--- config.mk ---
export PLATFORM = sky130hd
export DESIGN_NAME = divisor_secuencial_flat
export DESIGN_NICKNAME = d
export VERILOG_FILES = /design/src/rtl/div_pkg.sv /design/src/rtl/divisor_secuencial_if.sv /design/src/rtl/registro_aq.sv /design/src/rtl/divisor_secuencial.sv /design/src/flat_wrapper.sv
export SDC_FILE = /design/constraint.sdc
export NUM_CORES = 1
export LEC_CHECK = 0
export ABC_CLOCK_PERIOD_IN_PS = 6500
export CAP_MARGIN = 5
export CORE_MARGIN = 2
export CORE_UTILIZATION = 50
export CTS_CLUSTER_DIAMETER = 30
export DETAILED_ROUTE_END_ITERATION = 12
export PLACE_DENSITY_LB_ADDON = 0.12
export REMOVE_ABC_BUFFERS = 1
export SETUP_SLACK_MARGIN = 0.3
export SYNTH_ARGS = -nofsm -noshare
export SYNTH_HDL_FRONTEND = slang
export SYNTH_HIERARCHICAL = 1
export SYNTH_SLANG_ARGS = --single-unit
--- constraint.sdc ---
create_clock -name clk -period 6.5 [get_ports clk]
set_clock_uncertainty 0.05 [all_clocks]
set_input_delay 0.65 -clock clk [delete_from_list [all_inputs] [get_ports clk]]
set_output_delay 0.65 -clock clk [all_outputs]
set_load 0.01 [all_outputs]
--- src/rtl/div_pkg.sv ---
// div_pkg: shared definitions for the sequential restoring divider.
// Holds the control FSM state encoding, the default operand width and the
// iteration-counter width helper used by divisor_secuencial and its interface.
package div_pkg;

  // Default operand width in bits (supported range 2..16).
  localparam int N_DEF = 4;

  // The counter must hold the value N itself, hence one bit beyond clog2(N).
  function automatic int cnt_width(input int n);
    return $clog2(n) + 1;
  endfunction

  localparam int CNT_W_DEF = cnt_width(N_DEF);

  typedef enum logic [1:0] {
    IDLE  = 2'd0,
    OPERA = 2'd1,
    FIN   = 2'd2
  } state_t;

endpackage

--- src/rtl/divisor_secuencial_if.sv ---
// divisor_secuencial_if: start/fin handshake and operand/result bundle.
//   start      request, sampled only while the divider is idle
//   dividendo  unsigned dividend, sampled with start
//   divisor    unsigned divisor, sampled with start
//   cociente   registered quotient, held until the next completion
//   resto      registered remainder, held until the next completion
//   ocupado    division in progress (including the completion cycle)
//   fin        one-cycle completion pulse
//   div_cero   registered flag: the last result had a zero divisor
// master = requester side, slave = divider side.
interface divisor_secuencial_if import div_pkg::*; #(
  parameter int N = N_DEF
) ();

  logic         start;
  logic [N-1:0] dividendo;
  logic [N-1:0] divisor;
  logic [N-1:0] cociente;
  logic [N-1:0] resto;
  logic         ocupado;
  logic         fin;
  logic         div_cero;

  modport master (
    output start, dividendo, divisor,
    input  cociente, resto, ocupado, fin, div_cero
  );

  modport slave (
    input  start, dividendo, divisor,
    output cociente, resto, ocupado, fin, div_cero
  );

endinterface

--- src/rtl/registro_aq.sv ---
// registro_aq: (2N+1)-bit shift register holding {A,Q} for the divider.
//   clk          rising-edge clock
//   reset        asynchronous active-low reset, clears the register
//   carga        parallel load of dato (has priority over desplaza)
//   desplaza     shift left by one, bit_en_desp enters at bit 0 (Q[0])
//   bit_en_desp  serial input bit for the shift
//   dato         parallel load value
//   aq           current register contents
module registro_aq #(
  parameter int N = 4
) (
  input  logic         clk,
  input  logic         reset,
  input  logic         carga,
  input  logic         desplaza,
  input  logic         bit_en_desp,
  input  logic [2*N:0] dato,
  output logic [2*N:0] aq
);

  logic [2*N:0] aq_q;
  logic [2*N:0] aq_d;

  // Next-value selection: load, shift or hold.
  always_comb begin
    aq_d = aq_q;
    if (carga) begin
      aq_d = dato;
    end else if (desplaza) begin
      aq_d = {aq_q[2*N-1:0], bit_en_desp};
    end else begin
      aq_d = aq_q;
    end
  end

  // Register storage with asynchronous clear.
  always_ff @(posedge clk or negedge reset) begin
    if (!reset) begin
      aq_q <= '0;
    end else begin
      aq_q <= aq_d;
    end
  end

  assign aq = aq_q;

endmodule

--- src/rtl/divisor_secuencial.sv ---
// divisor_secuencial: sequential restoring divider for unsigned N-bit operands.
// One shift-subtract iteration per clock; quotient/remainder are registered and
// announced with a one-cycle fin pulse. A zero divisor skips the iterations and
// returns all-ones quotient with the dividend as remainder and div_cero set.
//   clk    rising-edge clock
//   reset  asynchronous active-low reset
//   bus    handshake/operand/result bundle (slave side)
module divisor_secuencial import div_pkg::*; #(
  parameter int N = N_DEF
) (
  input  logic                 clk,
  input  logic                 reset,
  divisor_secuencial_if.slave  bus
);

  localparam int CNT_W = cnt_width(N);

  state_t             state_q, state_d;
  logic [CNT_W-1:0]   cnt_q, cnt_d;
  logic [N-1:0]       m_q, m_d;
  logic               dz_q, dz_d;
  logic [N-1:0]       cociente_q, cociente_d;
  logic [N-1:0]       resto_q, resto_d;
  logic               div_cero_q, div_cero_d;
  logic               fin_q, fin_d;
  logic               ocupado_q, ocupado_d;

  logic               carga_s;
  logic               desplaza_s;
  logic               bit_s;
  logic [2*N:0]       dato_s;
  logic [2*N:0]       aq_s;
  logic [N:0]         a_sh_s;
  logic [N:0]         t_s;
  logic               unused_s;

  registro_aq #(.N(N)) u_registro_aq (
    .clk         (clk),
    .reset       (reset),
    .carga       (carga_s),
    .desplaza    (desplaza_s),
    .bit_en_desp (bit_s),
    .dato        (dato_s),
    .aq          (aq_s)
  );

  // A after the left shift of {A,Q}; the old A sign bit falls off the top.
  // It is always 0 here because A stays below M between iterations.
  assign a_sh_s   = aq_s[2*N-1:N-1];
  assign t_s      = a_sh_s - {1'b0, m_q};
  assign unused_s = aq_s[2*N];

  // Next-state, datapath control and result update.
  always_comb begin
    state_d    = state_q;
    cnt_d      = cnt_q;
    m_d        = m_q;
    dz_d       = dz_q;
    cociente_d = cociente_q;
    resto_d    = resto_q;
    div_cero_d = div_cero_q;
    carga_s    = 1'b0;
    desplaza_s = 1'b0;
    bit_s      = 1'b0;
    dato_s     = '0;
    case (state_q)
      IDLE: begin
        if (bus.start) begin
          carga_s = 1'b1;
          dato_s  = {{(N+1){1'b0}}, bus.dividendo};
          if (bus.divisor != '0) begin
            m_d     = bus.divisor;
            cnt_d   = CNT_W'(N);
            dz_d    = 1'b0;
            state_d = OPERA;
          end else begin
            dz_d    = 1'b1;
            state_d = FIN;
          end
        end else begin
          state_d = IDLE;
        end
      end
      OPERA: begin
        cnt_d = cnt_q - CNT_W'(1);
        if (t_s[N]) begin
          // Trial subtraction went negative: restore by plain shift, Q[0]=0.
          desplaza_s = 1'b1;
          bit_s      = 1'b0;
        end else begin
          // Keep the difference as the new A and shift in a quotient 1.
          carga_s = 1'b1;
          dato_s  = {t_s, aq_s[N-2:0], 1'b1};
        end
        if (cnt_q == CNT_W'(1)) begin
          state_d = FIN;
        end else begin
          state_d = OPERA;
        end
      end
      FIN: begin
        if (dz_q) begin
          cociente_d = '1;
          resto_d    = aq_s[N-1:0];
        end else begin
          cociente_d = aq_s[N-1:0];
          resto_d    = aq_s[2*N-1:N];
        end
        div_cero_d = dz_q;
        state_d    = IDLE;
      end
      default: begin
        state_d = IDLE;
      end
    endcase
  end

  assign fin_d     = (state_q == FIN);
  assign ocupado_d = (state_d != IDLE);

  // Control state and registered outputs.
  always_ff @(posedge clk or negedge reset) begin
    if (!reset) begin
      state_q    <= IDLE;
      cnt_q      <= '0;
      m_q        <= '0;
      dz_q       <= 1'b0;
      cociente_q <= '0;
      resto_q    <= '0;
      div_cero_q <= 1'b0;
      fin_q      <= 1'b0;
      ocupado_q  <= 1'b0;
    end else begin
      state_q    <= state_d;
      cnt_q      <= cnt_d;
      m_q        <= m_d;
      dz_q       <= dz_d;
      cociente_q <= cociente_d;
      resto_q    <= resto_d;
      div_cero_q <= div_cero_d;
      fin_q      <= fin_d;
      ocupado_q  <= ocupado_d;
    end
  end

  assign bus.cociente = cociente_q;
  assign bus.resto    = resto_q;
  assign bus.div_cero = div_cero_q;
  assign bus.fin      = fin_q;
  assign bus.ocupado  = ocupado_q;

endmodule
--- src/flat_wrapper.sv ---
// flat-port wrapper written by rule: the top's interface ports become plain ports
module divisor_secuencial_flat import div_pkg::*;
#(
  parameter int N = N_DEF
)
  (clk, reset, bus_start, bus_dividendo, bus_divisor, bus_cociente, bus_resto, bus_ocupado, bus_fin, bus_div_cero);
  divisor_secuencial_if #(.N(N)) bus_i ();
  input  logic clk;
  input  logic reset;
  input wire logic [$bits(bus_i.start)-1:0] bus_start;
  input wire logic [$bits(bus_i.dividendo)-1:0] bus_dividendo;
  input wire logic [$bits(bus_i.divisor)-1:0] bus_divisor;
  output wire logic [$bits(bus_i.cociente)-1:0] bus_cociente;
  output wire logic [$bits(bus_i.resto)-1:0] bus_resto;
  output wire logic [$bits(bus_i.ocupado)-1:0] bus_ocupado;
  output wire logic [$bits(bus_i.fin)-1:0] bus_fin;
  output wire logic [$bits(bus_i.div_cero)-1:0] bus_div_cero;
  assign bus_i.start = bus_start;
  assign bus_i.dividendo = bus_dividendo;
  assign bus_i.divisor = bus_divisor;
  assign bus_cociente = bus_i.cociente;
  assign bus_resto = bus_i.resto;
  assign bus_ocupado = bus_i.ocupado;
  assign bus_fin = bus_i.fin;
  assign bus_div_cero = bus_i.div_cero;
  divisor_secuencial #(.N(N)) u_core (.clk(clk), .reset(reset), .bus(bus_i));
endmodule
# After elaboration in Yosys (flattened, before gate mapping)
# Cells that the tools add are included.
# op_classes
reduce_logical	8
mux	20
n_addsub	2
eq_ne	5
# op_table
operator	count
8-bit 2-to-1 mux	3
8-bit case mux with 2 select lines	1
4-bit 2-to-1 mux	3
2-bit 2-to-1 mux	3
3-bit 2-to-1 mux	2
3-bit case mux with 2 select lines	1
3-bit AND reduction	2
2-bit nonzero test	3
1-bit 2-to-1 mux	5
5-bit by 4-bit subtractor with 5-bit output	1
2-bit case mux with 2 select lines	1
4-bit nonzero test	1
3-bit by 1-bit == test with 1-bit output (second input constant)	1
3-bit by 1-bit subtractor with 3-bit output (second input constant)	1
2-bit by 1-bit == test with 1-bit output (second input constant)	1
2-bit == test (second input constant)	1
2-bit zero test	1
2-bit by 1-bit != test with 1-bit output (second input constant)	1
2-bit != test (second input constant)	1
1-bit case mux with 2 select lines	1
2-bit AND reduction	1
# totals
output_inout_bits	11
in_bits	11
regBits	29

# Logic depth before layout (Yosys ltp)
# Gate-level depths: netlist of run 1.
# logic_depth
ltp_word	5
ltp_mapped	13
ltp_nobuf	9

# Hierarchy
# Netlist of run 1, hierarchy kept.
# by_module_without_submodules
mod	area_per_inst_um2	seq_area_each_um2	cells_each	n_inst
divisor_secuencial	1283.7	525.5	133	1
registro_aq	431.7	225.2	39	1

# Worst setup path before layout of run 1
# Ideal clock, no wire load.
# synth_timing
path_kind	register -> register
startpoint	register u_core.u_registro_aq.aq_q[3], in the netlist u_core/u_registro_aq/aq[3]
endpoint	register u_core.u_registro_aq.aq_q[7], in the netlist u_core/u_registro_aq/aq[7]
arrival_ps	2354
required_ps	6376
stages_incl_launch_ff	14
slack_ps	4022
period_less_slack_ps	2478
path_cell_list	dfrtp_1 > inv_1 > ha_1 > inv_1 > fa_1 > and3_1 > buf_6 > or4_4 > buf_6 > nand3_1 > buf_4 > buf_6 > nand2_1 > o21ai_2
# synth_via
elab_chain_cells	4
# synth_lines
item	line	rtl
start, declared	registro_aq.sv:21	logic [2*N:0] aq_q;
start signal, assigned	registro_aq.sv:41	aq_q <= aq_d;
5-bit by 4-bit subtractor with 5-bit output *	divisor_secuencial.sv:50	assign t_s = a_sh_s - {1'b0, m_q};
1-bit 2-to-1 mux *	divisor_secuencial.sv:86	if (t_s[N]) begin
1-bit case mux with 2 select lines *	divisor_secuencial.sv:66	case (state_q)
net u_core.carga_s	divisor_secuencial.sv:28	logic carga_s;
8-bit 2-to-1 mux or 2-bit nonzero test (tied branches)	n/a	
# Mark *: on every way through the listed nets, which the timed path passes. The rest lies on a longest branch.
# A chain may end at the register's enable or synchronous reset.

# Final worst setup path of run 1
# layout_timing
startpoint	register u_core.u_registro_aq.aq_q[3], in the netlist u_core/u_registro_aq/aq[3]
endpoint	register u_core.u_registro_aq.aq_q[7], in the netlist u_core/u_registro_aq/aq[7]
# layout_via
elab_chain_cells	4
# layout_lines
item	line	rtl
5-bit by 4-bit subtractor with 5-bit output	divisor_secuencial.sv:50	
1-bit 2-to-1 mux	divisor_secuencial.sv:86	
1-bit 2-to-1 mux	divisor_secuencial.sv:66	
net u_core.desplaza_s	divisor_secuencial.sv:29	logic desplaza_s;
2-bit nonzero test (no source line)	n/a	
# The timed path passes the listed nets, and every way through them passes these cells.

==> metrics.txt, run 1 <==
# TYPE chip_impl_metric gauge
chip_impl_metric{name="max_stage_delay",unit="ns"} 0.75
chip_impl_info{name="cp_slowest_cell",value="sky130_fd_sc_hd__a21oi_1"} 1
chip_impl_metric{name="grt_start_max_net_pins",unit=""} 30
chip_impl_metric{name="drive_above_1_share",unit="%"} 12.2
chip_impl_metric{name="worst_ep_arrival_time",unit="ns"} 3.22
chip_impl_info{name="critical_path.top_delay_family",value="compound AO/OA/AOI/OAI gates"} 1
chip_impl_metric{name="rd_place_congestion",unit=""} 0.862
chip_impl_metric{name="hold_depth",unit=""} 2
chip_impl_info{name="unrepaired_setup_endpoints_after_global_routing",value="no"} 1
chip_impl_metric{name="diodes",unit=""} 0
chip_impl_metric{name="htree_num_levels",unit=""} 2
chip_impl_metric{name="post_synth.cell_area_avg",unit="um2"} 9.95
chip_impl_metric{name="quantity_of_gates_resized_following_cts",unit=""} 0
chip_impl_metric{name="detail_route.vias_per_cell",unit=""} 5.41
chip_impl_metric{name="final_ant_viol_nets",unit=""} 0
chip_impl_info{name="tritoncts",value="built"} 1
chip_impl_metric{name="floorplan.rows",unit=""} 20
chip_impl_metric{name="rr_worst_depth",unit=""} 9
chip_impl_info{name="rr_endpoint",value="u_core/u_registro_aq/aq[7]"} 1
chip_impl_info{name="end_kind",value="flop"} 1
chip_impl_metric{name="worst-r2r-setup-slack",unit="ns"} 3.43
chip_impl_metric{name="pre_cts_ws",unit="ns"} 3.43
chip_impl_metric{name="die_outline_area",unit="um2"} 3820
chip_impl_metric{name="route.detailed.wl_per_inst",unit="um"} 13.2
chip_impl_metric{name="fmax",unit="GHz"} 0.326
chip_impl_metric{name="leakage",unit="nW"} 0.852
chip_impl_metric{name="placed_cells_incl_taps",unit=""} 224
chip_impl_info{name="worstPathCellList",value="inv_1, ha_1, inv_1, fa_1, and3_1, or3_1, a21oi_1, mux2i_1, o21ai_2"} 1
chip_impl_metric{name="syn_area",unit="um2"} 1670
chip_impl_metric{name="starting_density_of_the_core",unit="%"} 53.4
chip_impl_metric{name="max-clock-path-buffers",unit=""} 2
chip_impl_info{name="critPathMostFrequentCell",value="sky130_fd_sc_hd__inv_1"} 1
chip_impl_info{name="rr_startpoint",value="u_core/u_registro_aq/aq[3]"} 1
chip_impl_metric{name="ys.warnings.count",unit=""} 6
chip_impl_metric{name="setup-tns-final",unit="ns"} 0
chip_impl_info{name="cp-start-kind",value="flop"} 1
chip_impl_metric{name="fin_hold_ws",unit="ns"} 0.429
chip_impl_metric{name="power_density",unit="nW/um2"} 501
chip_impl_metric{name="ir_worst_vdd",unit="uV"} 245
chip_impl_metric{name="clk_latency",unit="ns"} 0.32
chip_impl_metric{name="report.final.hold_viol_count",unit=""} 0
chip_impl_metric{name="cp.buffers_inverters",unit=""} 2
chip_impl_metric{name="drt_pass1_iterations",unit=""} 4
chip_impl_metric{name="cap_viol_max_count",unit=""} 0
chip_impl_metric{name="holdBufCountCts",unit=""} 0
chip_impl_metric{name="finalWirelength",unit="um"} 3050
chip_impl_metric{name="port_buffers",unit=""} 21
chip_impl_metric{name="post-route-period-util",unit="%"} 47.3
chip_impl_info{name="hold_start",value="u_core/bus.resto[3]"} 1
chip_impl_metric{name="route.detailed.drc",unit=""} 0
chip_impl_metric{name="dp_hpwl",unit="um"} 2310
chip_impl_metric{name="stdcell_count",unit=""} 232
chip_impl_info{name="hp-class",value="flop to flop"} 1
chip_impl_metric{name="setup_violations",unit=""} 0
chip_impl_metric{name="cp.required",unit="ns"} 6.65
chip_impl_info{name="status",value="finished clean"} 1
chip_impl_metric{name="tritoncts_num_sinks",unit=""} 29
chip_impl_metric{name="io-pin-count",unit=""} 22
chip_impl_metric{name="antenna_found_initial",unit=""} 0
chip_impl_metric{name="nets_final",unit=""} 205
chip_impl_info{name="final_common_cell",value="sky130_fd_sc_hd__dfrtp_1"} 1
chip_impl_metric{name="core",unit="um2"} 3130
chip_impl_metric{name="setup_slack",unit="ns"} 3.43
chip_impl_metric{name="cts_made_buffers",unit=""} 5
chip_impl_metric{name="synth_cells",unit=""} 168
chip_impl_metric{name="clkSlewWorstSetupHoldPaths",unit="ns"} 0.09
chip_impl_metric{name="postCtsSetupBuffers",unit=""} 0
chip_impl_metric{name="drt-initial-drc-count",unit=""} 45
chip_impl_metric{name="area_delta_synth_final",unit="%"} 14.5
chip_impl_metric{name="remaining_global_route_overflow",unit=""} 0
chip_impl_metric{name="tightestPinTransition",unit="ns"} 0.936
chip_impl_metric{name="die_x",unit="um"} 61.8
chip_impl_metric{name="grt_util_all_layers",unit="%"} 19.5
chip_impl_metric{name="grt_first_pass_wirelength",unit="um"} 5400
chip_impl_metric{name="relSlewSlack",unit="%"} 37.6
chip_impl_metric{name="timing_max_transition_violations_final",unit=""} 0
chip_impl_metric{name="fin_crit",unit="ns"} 3.07
chip_impl_metric{name="die-height",unit="um"} 61.8
chip_impl_metric{name="p_total",unit="mW"} 0.959
chip_impl_metric{name="dr_vias",unit=""} 1256
chip_impl_metric{name="timing.critical_path.fanout_max",unit=""} 10
chip_impl_info{name="hold_path_end",value="u_core/bus.resto[3]"} 1
chip_impl_info{name="path_class",value="flop to flop"} 1
chip_impl_info{name="cts-root-buf",value="sky130_fd_sc_hd__clkbuf_4"} 1
chip_impl_info{name="most-common-layout-cells",value="sky130_fd_sc_hd__dfrtp_1, sky130_fd_sc_hd__nand2_1, sky130_fd_sc_hd__clkdlybuf4s50_1, sky130_fd_sc_hd__mux2i_1, sky130_fd_sc_hd__inv_1"} 1
chip_impl_metric{name="first_global_vias",unit=""} 1205
==> report_power, final <==
group | internal [mW] | switching, mW | leakage [nW]
Combinational | 0.252 | 0.270 | 0.453
Sequential | 0.259 | 0.0759 | 0.366
Clock | 0.0411 | 0.0618 | 0.0320
Total | 0.551 | 0.408 | 0.852
==> worst reg2reg max path, delay by kind of cell, from the launching register on <==
kind                     cells  cell delay [ns]
AO/OA/AOI/OAI                2             0.82
AND/OR/NAND/NOR              2             0.62
adder cells (fa/ha/maj)      2             0.56
flip-flops                   1             0.43
multiplexers                 1             0.34
buffers and inverters        2             0.14
==> area by class of cell <==
class,instances,area [um2]
repair buffers,22,218
flip-flops and latches,29,726
well taps,44,55.1
clock inverters,2,10.0
inverters,11,41.3
multi-input cells,118,823
clock buffers,6,41.3
fillers,292,1210
==> per-layer routing <==
metal / track usage (%) / routed length [um] / share of wire (%)
met3: 5.59 / 150 / 4.9
met2: 33.1 / 1500 / 49
met1: 23.8 / 1380 / 45
met5: 0 / 0 / 0
met4: 6.38 / 15 / 0.49
==> flip-flops by register name, summed over array words and instances (netlist names) <==
name	flops
u_core/u_registro_aq/aq	8
u_core/bus.cociente	4
u_core/bus.resto	4
u_core/m_q	4
u_core/cnt_q	3
u_core/state_q	2
u_core/bus.div_cero	1
u_core/bus.fin	1
u_core/bus.ocupado	1
u_core/dz_q	1
==> how the worst max path moves through the flow <==
stage / from / endpoint / slack [ns] / depth (start not counted)
finish: u_core/u_registro_aq/aq[3] / u_core/u_registro_aq/aq[7] / 3.43 / 9
global route: u_core/u_registro_aq/aq[3] / u_core/u_registro_aq/aq[7] / 3.27 / 9
CTS: u_core/u_registro_aq/aq[3] / u_core/u_registro_aq/aq[7] / 3.45 / 9
detailed placement: u_core/u_registro_aq/aq[3] / u_core/u_registro_aq/aq[7] / 3.43 / 9
global placement: u_core/u_registro_aq/aq[3] / u_core/u_registro_aq/aq[7] / 3.54 / 9
floorplan: u_core/u_registro_aq/aq[3] / u_core/u_registro_aq/aq[5] / 3.75 / 9
==> per-stage QoR <==
| step | instance area, um2 | utilization (%) |
|---|---|---|
| CTS | 1910 | 61.2 |
| global placement | 1860 | 59.6 |
| detailed placement | 1860 | 59.6 |
| global route | 1910 | 61.2 |
| finish | 1910 | 61.2 |
| floorplan | 1590 | - |
No activity file was read; power rests on OpenSTA's default activity.
==> run 2, diff against run 1 <==
--- a/config.mk
+++ b/config.mk
@@ -5,10 +5,10 @@
 export SDC_FILE = /design/constraint.sdc
 export NUM_CORES = 1
 export LEC_CHECK = 0
-export ABC_CLOCK_PERIOD_IN_PS = 6500
+export ABC_CLOCK_PERIOD_IN_PS = 2800
 export CAP_MARGIN = 5
 export CORE_MARGIN = 2
-export CORE_UTILIZATION = 50
+export CORE_UTILIZATION = 49
 export CTS_CLUSTER_DIAMETER = 30
 export DETAILED_ROUTE_END_ITERATION = 12
 export PLACE_DENSITY_LB_ADDON = 0.12
==> constraint.sdc (replaced) <==
create_clock -name clk -period 2.8 [get_ports clk]
set_clock_uncertainty 0.05 [all_clocks]
set_input_delay 0.28 -clock clk [delete_from_list [all_inputs] [get_ports clk]]
set_output_delay 0.28 -clock clk [all_outputs]
set_load 0.01 [all_outputs]
==> metrics.txt, run 2 (synthesized netlist as in run 1, its figures left out) <==
# TYPE chip_impl_metric gauge
chip_impl_metric{name="io-pin-count",unit=""} 22
chip_impl_metric{name="worst_ep_arrival_time",unit="ns"} 2.56
chip_impl_metric{name="remaining_global_route_overflow",unit=""} 0
chip_impl_info{name="cp-start-kind",value="flop"} 1
chip_impl_metric{name="seq_power_share",unit="%"} 31.5
chip_impl_metric{name="max_stage_delay",unit="ns"} 0.40
chip_impl_metric{name="htree_num_levels",unit=""} 2
chip_impl_metric{name="area.sequential",unit="um2"} 726
chip_impl_metric{name="worst-r2r-setup-slack",unit="ns"} 0.42
chip_impl_metric{name="multiInputGateArea",unit="um2"} 840
chip_impl_metric{name="route.detailed.wl_per_inst",unit="um"} 13.4
chip_impl_metric{name="filler_cell_count_in_the_final_layout",unit=""} 300
chip_impl_metric{name="starting_density_of_the_core",unit="%"} 50.5
chip_impl_info{name="cp-endpoint",value="u_core/u_registro_aq/aq[7]"} 1
chip_impl_metric{name="power_density",unit="nW/um2"} 1220
chip_impl_metric{name="antenna_found_initial",unit=""} 0
chip_impl_metric{name="p_total",unit="mW"} 2.47
chip_impl_metric{name="report.final.hold_viol_count",unit=""} 0
chip_impl_metric{name="tritoncts_num_sinks",unit=""} 29
chip_impl_metric{name="largest_register_ff_count",unit=""} 8
chip_impl_info{name="status",value="finished clean"} 1
chip_impl_metric{name="ir_worst_vdd",unit="uV"} 837
chip_impl_info{name="cp_slowest_cell",value="sky130_fd_sc_hd__dfrtp_1"} 1
chip_impl_metric{name="die-height",unit="um"} 62.4
chip_impl_metric{name="leakage",unit="nW"} 0.901
chip_impl_metric{name="route.detailed.drc",unit=""} 0
chip_impl_metric{name="clk_latency",unit="ns"} 0.34
chip_impl_info{name="most-common-layout-cells",value="sky130_fd_sc_hd__dfrtp_1, sky130_fd_sc_hd__nand2_1, sky130_fd_sc_hd__clkdlybuf4s50_1, sky130_fd_sc_hd__mux2i_1, sky130_fd_sc_hd__inv_1"} 1
chip_impl_metric{name="setup-tns-final",unit="ns"} 0
chip_impl_metric{name="setup_violations",unit=""} 0
chip_impl_metric{name="tightestPinTransition",unit="ns"} 0.584
chip_impl_metric{name="relSlewSlack",unit="%"} 61.0
chip_impl_metric{name="post-route-period-util",unit="%"} 85.1
chip_impl_metric{name="first_global_vias",unit=""} 1280
chip_impl_metric{name="floorplan.rows",unit=""} 21
chip_impl_metric{name="rr_worst_depth",unit=""} 10
chip_impl_metric{name="fmax",unit="GHz"} 0.420
chip_impl_metric{name="nets_final",unit=""} 212
chip_impl_metric{name="grt_util_all_layers",unit="%"} 19.3
chip_impl_metric{name="finalWirelength",unit="um"} 3220
chip_impl_info{name="tritoncts",value="built"} 1
chip_impl_info{name="hp-class",value="primary input to asynchronous set/reset pin"} 1
chip_impl_info{name="worst_setup_path_startpoint",value="u_core/u_registro_aq/aq[3]"} 1
chip_impl_info{name="end_kind",value="flop"} 1
chip_impl_info{name="cts-root-buf",value="sky130_fd_sc_hd__clkbuf_4"} 1
chip_impl_metric{name="cp.required",unit="ns"} 2.98
chip_impl_info{name="rr_startpoint",value="u_core/u_registro_aq/aq[3]"} 1
chip_impl_metric{name="area_delta_synth_final",unit="%"} 20.7
chip_impl_metric{name="switchingPower",unit="mW"} 0.999
chip_impl_info{name="rr_endpoint",value="u_core/u_registro_aq/aq[7]"} 1
chip_impl_info{name="worstPathCellList",value="inv_1, ha_1, inv_1, fa_2, and3_4, or3_1, a21oi_1, buf_4, mux2i_2, o21ai_2"} 1
chip_impl_info{name="final_common_cell",value="sky130_fd_sc_hd__dfrtp_1"} 1
chip_impl_metric{name="clkSlewWorstSetupHoldPaths",unit="ns"} 0.10
chip_impl_metric{name="port_buffers",unit=""} 21
chip_impl_metric{name="drt_pass1_iterations",unit=""} 4
chip_impl_info{name="unrepaired_setup_endpoints_after_global_routing",value="no"} 1
chip_impl_metric{name="dr_vias",unit=""} 1281
chip_impl_metric{name="die_x",unit="um"} 62.4
chip_impl_metric{name="core",unit="um2"} 3310
chip_impl_metric{name="grt_start_max_net_pins",unit=""} 30
chip_impl_metric{name="die_outline_area",unit="um2"} 3890
chip_impl_metric{name="dp_hpwl",unit="um"} 2400
chip_impl_info{name="path_class",value="flop to flop"} 1
chip_impl_metric{name="cts_made_buffers",unit=""} 5
chip_impl_metric{name="diodes",unit=""} 0
chip_impl_metric{name="final_ant_viol_nets",unit=""} 0
chip_impl_metric{name="timing.critical_path.fanout_max",unit=""} 8
chip_impl_metric{name="grt_first_pass_wirelength",unit="um"} 5820
chip_impl_metric{name="drive_above_1_share",unit="%"} 17.9
chip_impl_metric{name="timing_max_transition_violations_final",unit=""} 0
chip_impl_metric{name="power.internal",unit="mW"} 1.47
chip_impl_metric{name="detail_route.vias_per_cell",unit=""} 5.32
chip_impl_metric{name="combinationalPowerShare",unit="%"} 56.5
chip_impl_metric{name="rd_place_congestion",unit=""} 0.927
chip_impl_metric{name="clock_power_share",unit="%"} 12.1
chip_impl_metric{name="holdBufCountCts",unit=""} 0
chip_impl_metric{name="max-clock-path-buffers",unit=""} 2
chip_impl_metric{name="p_sw_share",unit="%"} 40.5
chip_impl_metric{name="drt-initial-drc-count",unit=""} 38
chip_impl_info{name="critPathMostFrequentCell",value="sky130_fd_sc_hd__inv_1"} 1
chip_impl_metric{name="cap_viol_max_count",unit=""} 0
chip_impl_metric{name="fin_crit",unit="ns"} 2.38
run 2: changes by cell type in the layout (fill, tap and decap cells not counted), sizes merged:
| cell | before | now |
|---|---|---|
| clkbuf | 6 | 7 |
| buf | 1 | 8 |
| clkinv | 2 | 1 |
run 2: power groups by stage:
stage	logic (mW)	clock network [mW]	registers [mW]
6_report	1.39	0.298	0.778
3_5_place_dp	1.33	0	0.790
2_1_floorplan	0.865	0	0.774
3_3_place_gp	1.29	0	0.783
5_1_grt	1.57	0.325	0.809
4_1_cts	1.35	0.306	0.776
run 2: through the flow:
| step | std cells | instance area, um2 | utilization [%] | hold WS (ns) | setup WS [ns] |
|---|---|---|---|---|---|
| CTS | 239 | 1990 | 60.2 | 0.261 | 0.320 |
| finish | 241 | 2020 | 60.9 | 0.258 | 0.417 |
| global placement | 230 | 1910 | 57.6 | 0.410 | 0.334 |
| floorplan | 158 | 1590 | - | -0.0656 | 0.0521 |
| global route | 241 | 2020 | 60.9 | 0.313 | 0.308 |
| detailed placement | 230 | 1910 | 57.6 | 0.420 | 0.253 |
run 2: final cells by class:
cell class / count / share of cell area, %
clock buffers: 7 / 3.23
clock inverters: 1 / 0.248
inverters: 11 / 2.05
multi-input cells: 118 / 41.6
flip-flops and latches: 29 / 36.0
well taps: 46 / 2.85
repair buffers: 29 / 14.0
run 2: repair_timing:
| action | in CTS | in global routing |
|---|---|---|
| setup endpoints to repair | 8 | 8 |
| pin swaps | 0 | 0 |
| setup buffers | 1 | 2 |
| gates resized for setup | 2 | 3 |
run 2: worst max-delay path, delay by kind of cell, from the launching register on:
| family | cells | cell delay [ns] |
|---|---|---|
| AOI/OAI and AO/OA | 2 | 0.22 |
| adders and majority gates | 2 | 0.50 |
| buffers and inverters | 3 | 0.34 |
| muxes | 1 | 0.25 |
| and+or+nand+nor | 2 | 0.52 |
| DFF | 1 | 0.40 |
run 2: worst min path at each step:
stage | slack, ns | from | end
after floorplan | -0.07 | reset | u_core/bus.cociente[0]
after global placement | 0.41 | u_core/bus.cociente[1] | u_core/bus.cociente[1]
after detailed placement | 0.42 | u_core/bus.cociente[1] | u_core/bus.cociente[1]
after CTS | 0.26 | reset | u_core/state_q[0]
after global routing | 0.31 | reset | u_core/state_q[0]
final | 0.26 | reset | u_core/state_q[0]
run 2: routing by layer:
| layer | part of all wire (%) | up-vias | wire length (um) | global-route usage [%] |
|---|---|---|---|---|
| li1 | - | 631 | - | - |
| met1 | 46 | 613 | 1480 | 23.9 |
| met2 | 48 | 31 | 1540 | 31.9 |
| met3 | 4.4 | 6 | 143 | 5.59 |
| met4 | 1.7 | 0 | 56 | 7.50 |
| met5 | 0 | - | 0 | 0 |
==> run 3, diff against run 2 <==
--- a/config.mk
+++ b/config.mk
@@ -7,9 +7,10 @@
 export LEC_CHECK = 0
 export ABC_CLOCK_PERIOD_IN_PS = 2800
 export CAP_MARGIN = 5
-export CORE_MARGIN = 2
+export CORE_MARGIN = 4
 export CORE_UTILIZATION = 49
 export CTS_CLUSTER_DIAMETER = 30
+export CTS_CLUSTER_SIZE = 30
 export DETAILED_ROUTE_END_ITERATION = 12
 export PLACE_DENSITY_LB_ADDON = 0.12
 export REMOVE_ABC_BUFFERS = 1
==> metrics.txt, run 3 (synthesized netlist as in run 1, its figures left out) <==
# TYPE chip_impl_metric gauge
chip_impl_metric{name="clkSlewWorstSetupHoldPaths",unit="ns"} 0.10
chip_impl_info{name="cp-start-kind",value="flop"} 1
chip_impl_metric{name="rd_place_congestion",unit=""} 0.832
chip_impl_metric{name="route.detailed.drc",unit=""} 0
chip_impl_metric{name="die_x",unit="um"} 66.4
chip_impl_metric{name="report.final.hold_viol_count",unit=""} 0
chip_impl_metric{name="grt_first_pass_wirelength",unit="um"} 6300
chip_impl_metric{name="cap_viol_max_count",unit=""} 0
chip_impl_metric{name="relSlewSlack",unit="%"} 57.5
chip_impl_metric{name="timing_max_transition_violations_final",unit=""} 0
chip_impl_metric{name="tightestPinTransition",unit="ns"} 0.637
chip_impl_metric{name="port_buffers",unit=""} 21
chip_impl_metric{name="dp_hpwl",unit="um"} 2520
chip_impl_metric{name="worst_ep_arrival_time",unit="ns"} 2.56
chip_impl_metric{name="final_ant_viol_nets",unit=""} 0
chip_impl_info{name="hp-class",value="primary input to asynchronous set/reset pin"} 1
chip_impl_metric{name="dr_vias",unit=""} 1329
chip_impl_metric{name="drive_above_1_share",unit="%"} 18.0
chip_impl_metric{name="drt-initial-drc-count",unit=""} 94
chip_impl_metric{name="cp.buffers_inverters",unit=""} 3
chip_impl_metric{name="fmax",unit="GHz"} 0.420
chip_impl_metric{name="antenna_found_initial",unit=""} 0
chip_impl_metric{name="area_delta_synth_final",unit="%"} 19.9
chip_impl_metric{name="die-height",unit="um"} 66.4
chip_impl_metric{name="remaining_global_route_overflow",unit=""} 0
chip_impl_metric{name="tritoncts_num_sinks",unit=""} 29
chip_impl_info{name="path_class",value="flop to flop"} 1
chip_impl_info{name="critPathMostFrequentCell",value="sky130_fd_sc_hd__inv_1"} 1
chip_impl_metric{name="clk_latency",unit="ns"} 0.33
chip_impl_metric{name="fin_crit",unit="ns"} 2.38
chip_impl_info{name="unrepaired_setup_endpoints_after_global_routing",value="yes"} 1
chip_impl_metric{name="area.sequential",unit="um2"} 726
chip_impl_metric{name="largest_register_ff_count",unit=""} 8
chip_impl_metric{name="holdBufCountCts",unit=""} 0
chip_impl_metric{name="core",unit="um2"} 3150
chip_impl_metric{name="grt_start_max_net_pins",unit=""} 30
chip_impl_metric{name="ir_worst_vdd",unit="uV"} 964
chip_impl_info{name="worstPathCellList",value="inv_1, ha_1, inv_1, fa_2, and3_4, or3_1, a21oi_2, buf_6, mux2i_2, o21ai_2"} 1
chip_impl_metric{name="leakage",unit="nW"} 0.887
chip_impl_metric{name="drt_pass1_iterations",unit=""} 4
chip_impl_info{name="most-common-layout-cells",value="sky130_fd_sc_hd__dfrtp_1, sky130_fd_sc_hd__nand2_1, sky130_fd_sc_hd__clkdlybuf4s50_1, sky130_fd_sc_hd__inv_1, sky130_fd_sc_hd__mux2i_1"} 1
chip_impl_info{name="status",value="finished clean"} 1
chip_impl_metric{name="floorplan.rows",unit=""} 20
chip_impl_info{name="cp_slowest_cell",value="sky130_fd_sc_hd__dfrtp_1"} 1
chip_impl_metric{name="p_total",unit="mW"} 2.52
chip_impl_metric{name="cp.required",unit="ns"} 2.98
chip_impl_metric{name="power_density",unit="nW/um2"} 1250
chip_impl_metric{name="first_global_vias",unit=""} 1323
chip_impl_metric{name="setup-tns-final",unit="ns"} 0
chip_impl_info{name="end_kind",value="flop"} 1
chip_impl_info{name="cts-root-buf",value="sky130_fd_sc_hd__clkbuf_4"} 1
chip_impl_metric{name="post-route-period-util",unit="%"} 85.1
chip_impl_metric{name="max_stage_delay",unit="ns"} 0.40
chip_impl_info{name="final_common_cell",value="sky130_fd_sc_hd__dfrtp_1"} 1
chip_impl_metric{name="route.detailed.wl_per_inst",unit="um"} 15.7
chip_impl_metric{name="htree_num_levels",unit=""} 2
chip_impl_metric{name="detail_route.vias_per_cell",unit=""} 5.58
chip_impl_info{name="tritoncts",value="built"} 1
chip_impl_metric{name="diodes",unit=""} 0
chip_impl_metric{name="cts_made_buffers",unit=""} 5
chip_impl_metric{name="multiInputGateArea",unit="um2"} 842
chip_impl_metric{name="die_outline_area",unit="um2"} 4410
chip_impl_metric{name="grt_util_all_layers",unit="%"} 19.1
chip_impl_metric{name="finalWirelength",unit="um"} 3740
chip_impl_metric{name="starting_density_of_the_core",unit="%"} 53.0
chip_impl_metric{name="setup_violations",unit=""} 0
chip_impl_metric{name="filler_cell_count_in_the_final_layout",unit=""} 293
chip_impl_metric{name="nets_final",unit=""} 211
chip_impl_info{name="critical_path.top_delay_family",value="simple AND/OR/NAND/NOR gates"} 1
chip_impl_metric{name="max-clock-path-buffers",unit=""} 2
chip_impl_metric{name="io-pin-count",unit=""} 22
chip_impl_metric{name="timing.critical_path.fanout_max",unit=""} 10
==> run 3: cell type report <==
cell class | instances | share of cell area [%]
inverters | 11 | 2.06
repair buffers | 28 | 13.5
well taps | 44 | 2.75
clock inverters | 1 | 0.250
multi-input cells | 118 | 42.0
clock buffers | 7 | 3.25
flip-flops and latches | 29 | 36.2
==> run 3: worst paths after layout <==
| check | start | endpoint | slack (ns) | cells past startpoint |
|---|---|---|---|---|
| worst max-delay path | u_core/u_registro_aq/aq[3] | u_core/u_registro_aq/aq[5] | 0.42 | 10 |
| worst min-delay path | reset | u_core/bus.ocupado | 0.27 | 2 |
| worst max register to register | u_core/u_registro_aq/aq[3] | u_core/u_registro_aq/aq[5] | 0.42 | 10 |
| worst min register to register | u_core/bus.cociente[3] | u_core/bus.cociente[3] | 0.44 | 2 |
| max in group asynchronous | reset | u_core/u_registro_aq/aq[4] | 2.15 | 2 |
| min in group clk | u_core/bus.cociente[3] | u_core/bus.cociente[3] | 0.44 | 2 |
==> run 3: layer usage <==
metal / part of all wire, % / vias to the layer above / track usage [%]
met5: 0 / - / 0
met4: 1.6 / 0 / 7.11
met3: 6.6 / 7 / 6.63
met2: 45 / 48 / 28.1
met1: 47 / 639 / 25.8
li1: - / 635 / -
==> run 3: stage by stage <==
stage	setup WS, ns	hold slack, ns	utilization [%]	instance area (um2)	instances
after global routing	0.278	0.303	63.6	2000	238
after floorplan	0.0521	-0.0656	-	1590	158
final	0.417	0.273	63.6	2000	238
after detailed placement	0.277	0.425	60.0	1890	228
after CTS	0.310	0.272	62.7	1980	237
after global placement	0.338	0.415	60.0	1890	228
==> run 3: worst register-to-register path, cell delays in order, from the launching register on <==
cell and delay (ns):
sky130_fd_sc_hd__dfrtp_1 0.40, sky130_fd_sc_hd__inv_1 0.06, sky130_fd_sc_hd__ha_1 0.15, sky130_fd_sc_hd__inv_1 0.06, sky130_fd_sc_hd__fa_2 0.34, sky130_fd_sc_hd__and3_4 0.20, sky130_fd_sc_hd__or3_1 0.36, sky130_fd_sc_hd__a21oi_2 0.15
sky130_fd_sc_hd__buf_6 0.18, sky130_fd_sc_hd__mux2i_2 0.26, sky130_fd_sc_hd__o21ai_2 0.06
==> run 3: where the power goes <==
part           internal [mW]  switching, mW  leakage, nW
clock network          0.145          0.151       0.0413
logic                  0.707          0.716        0.479
registers              0.600          0.196        0.366
==> run 3: what timing repair did <==
item / in CTS / in global routing
gates resized for setup: 2 / 6
endpoints found under the setup margin: 8 / 8
buffers inserted: 1 / 1
pin swaps: 0 / 1
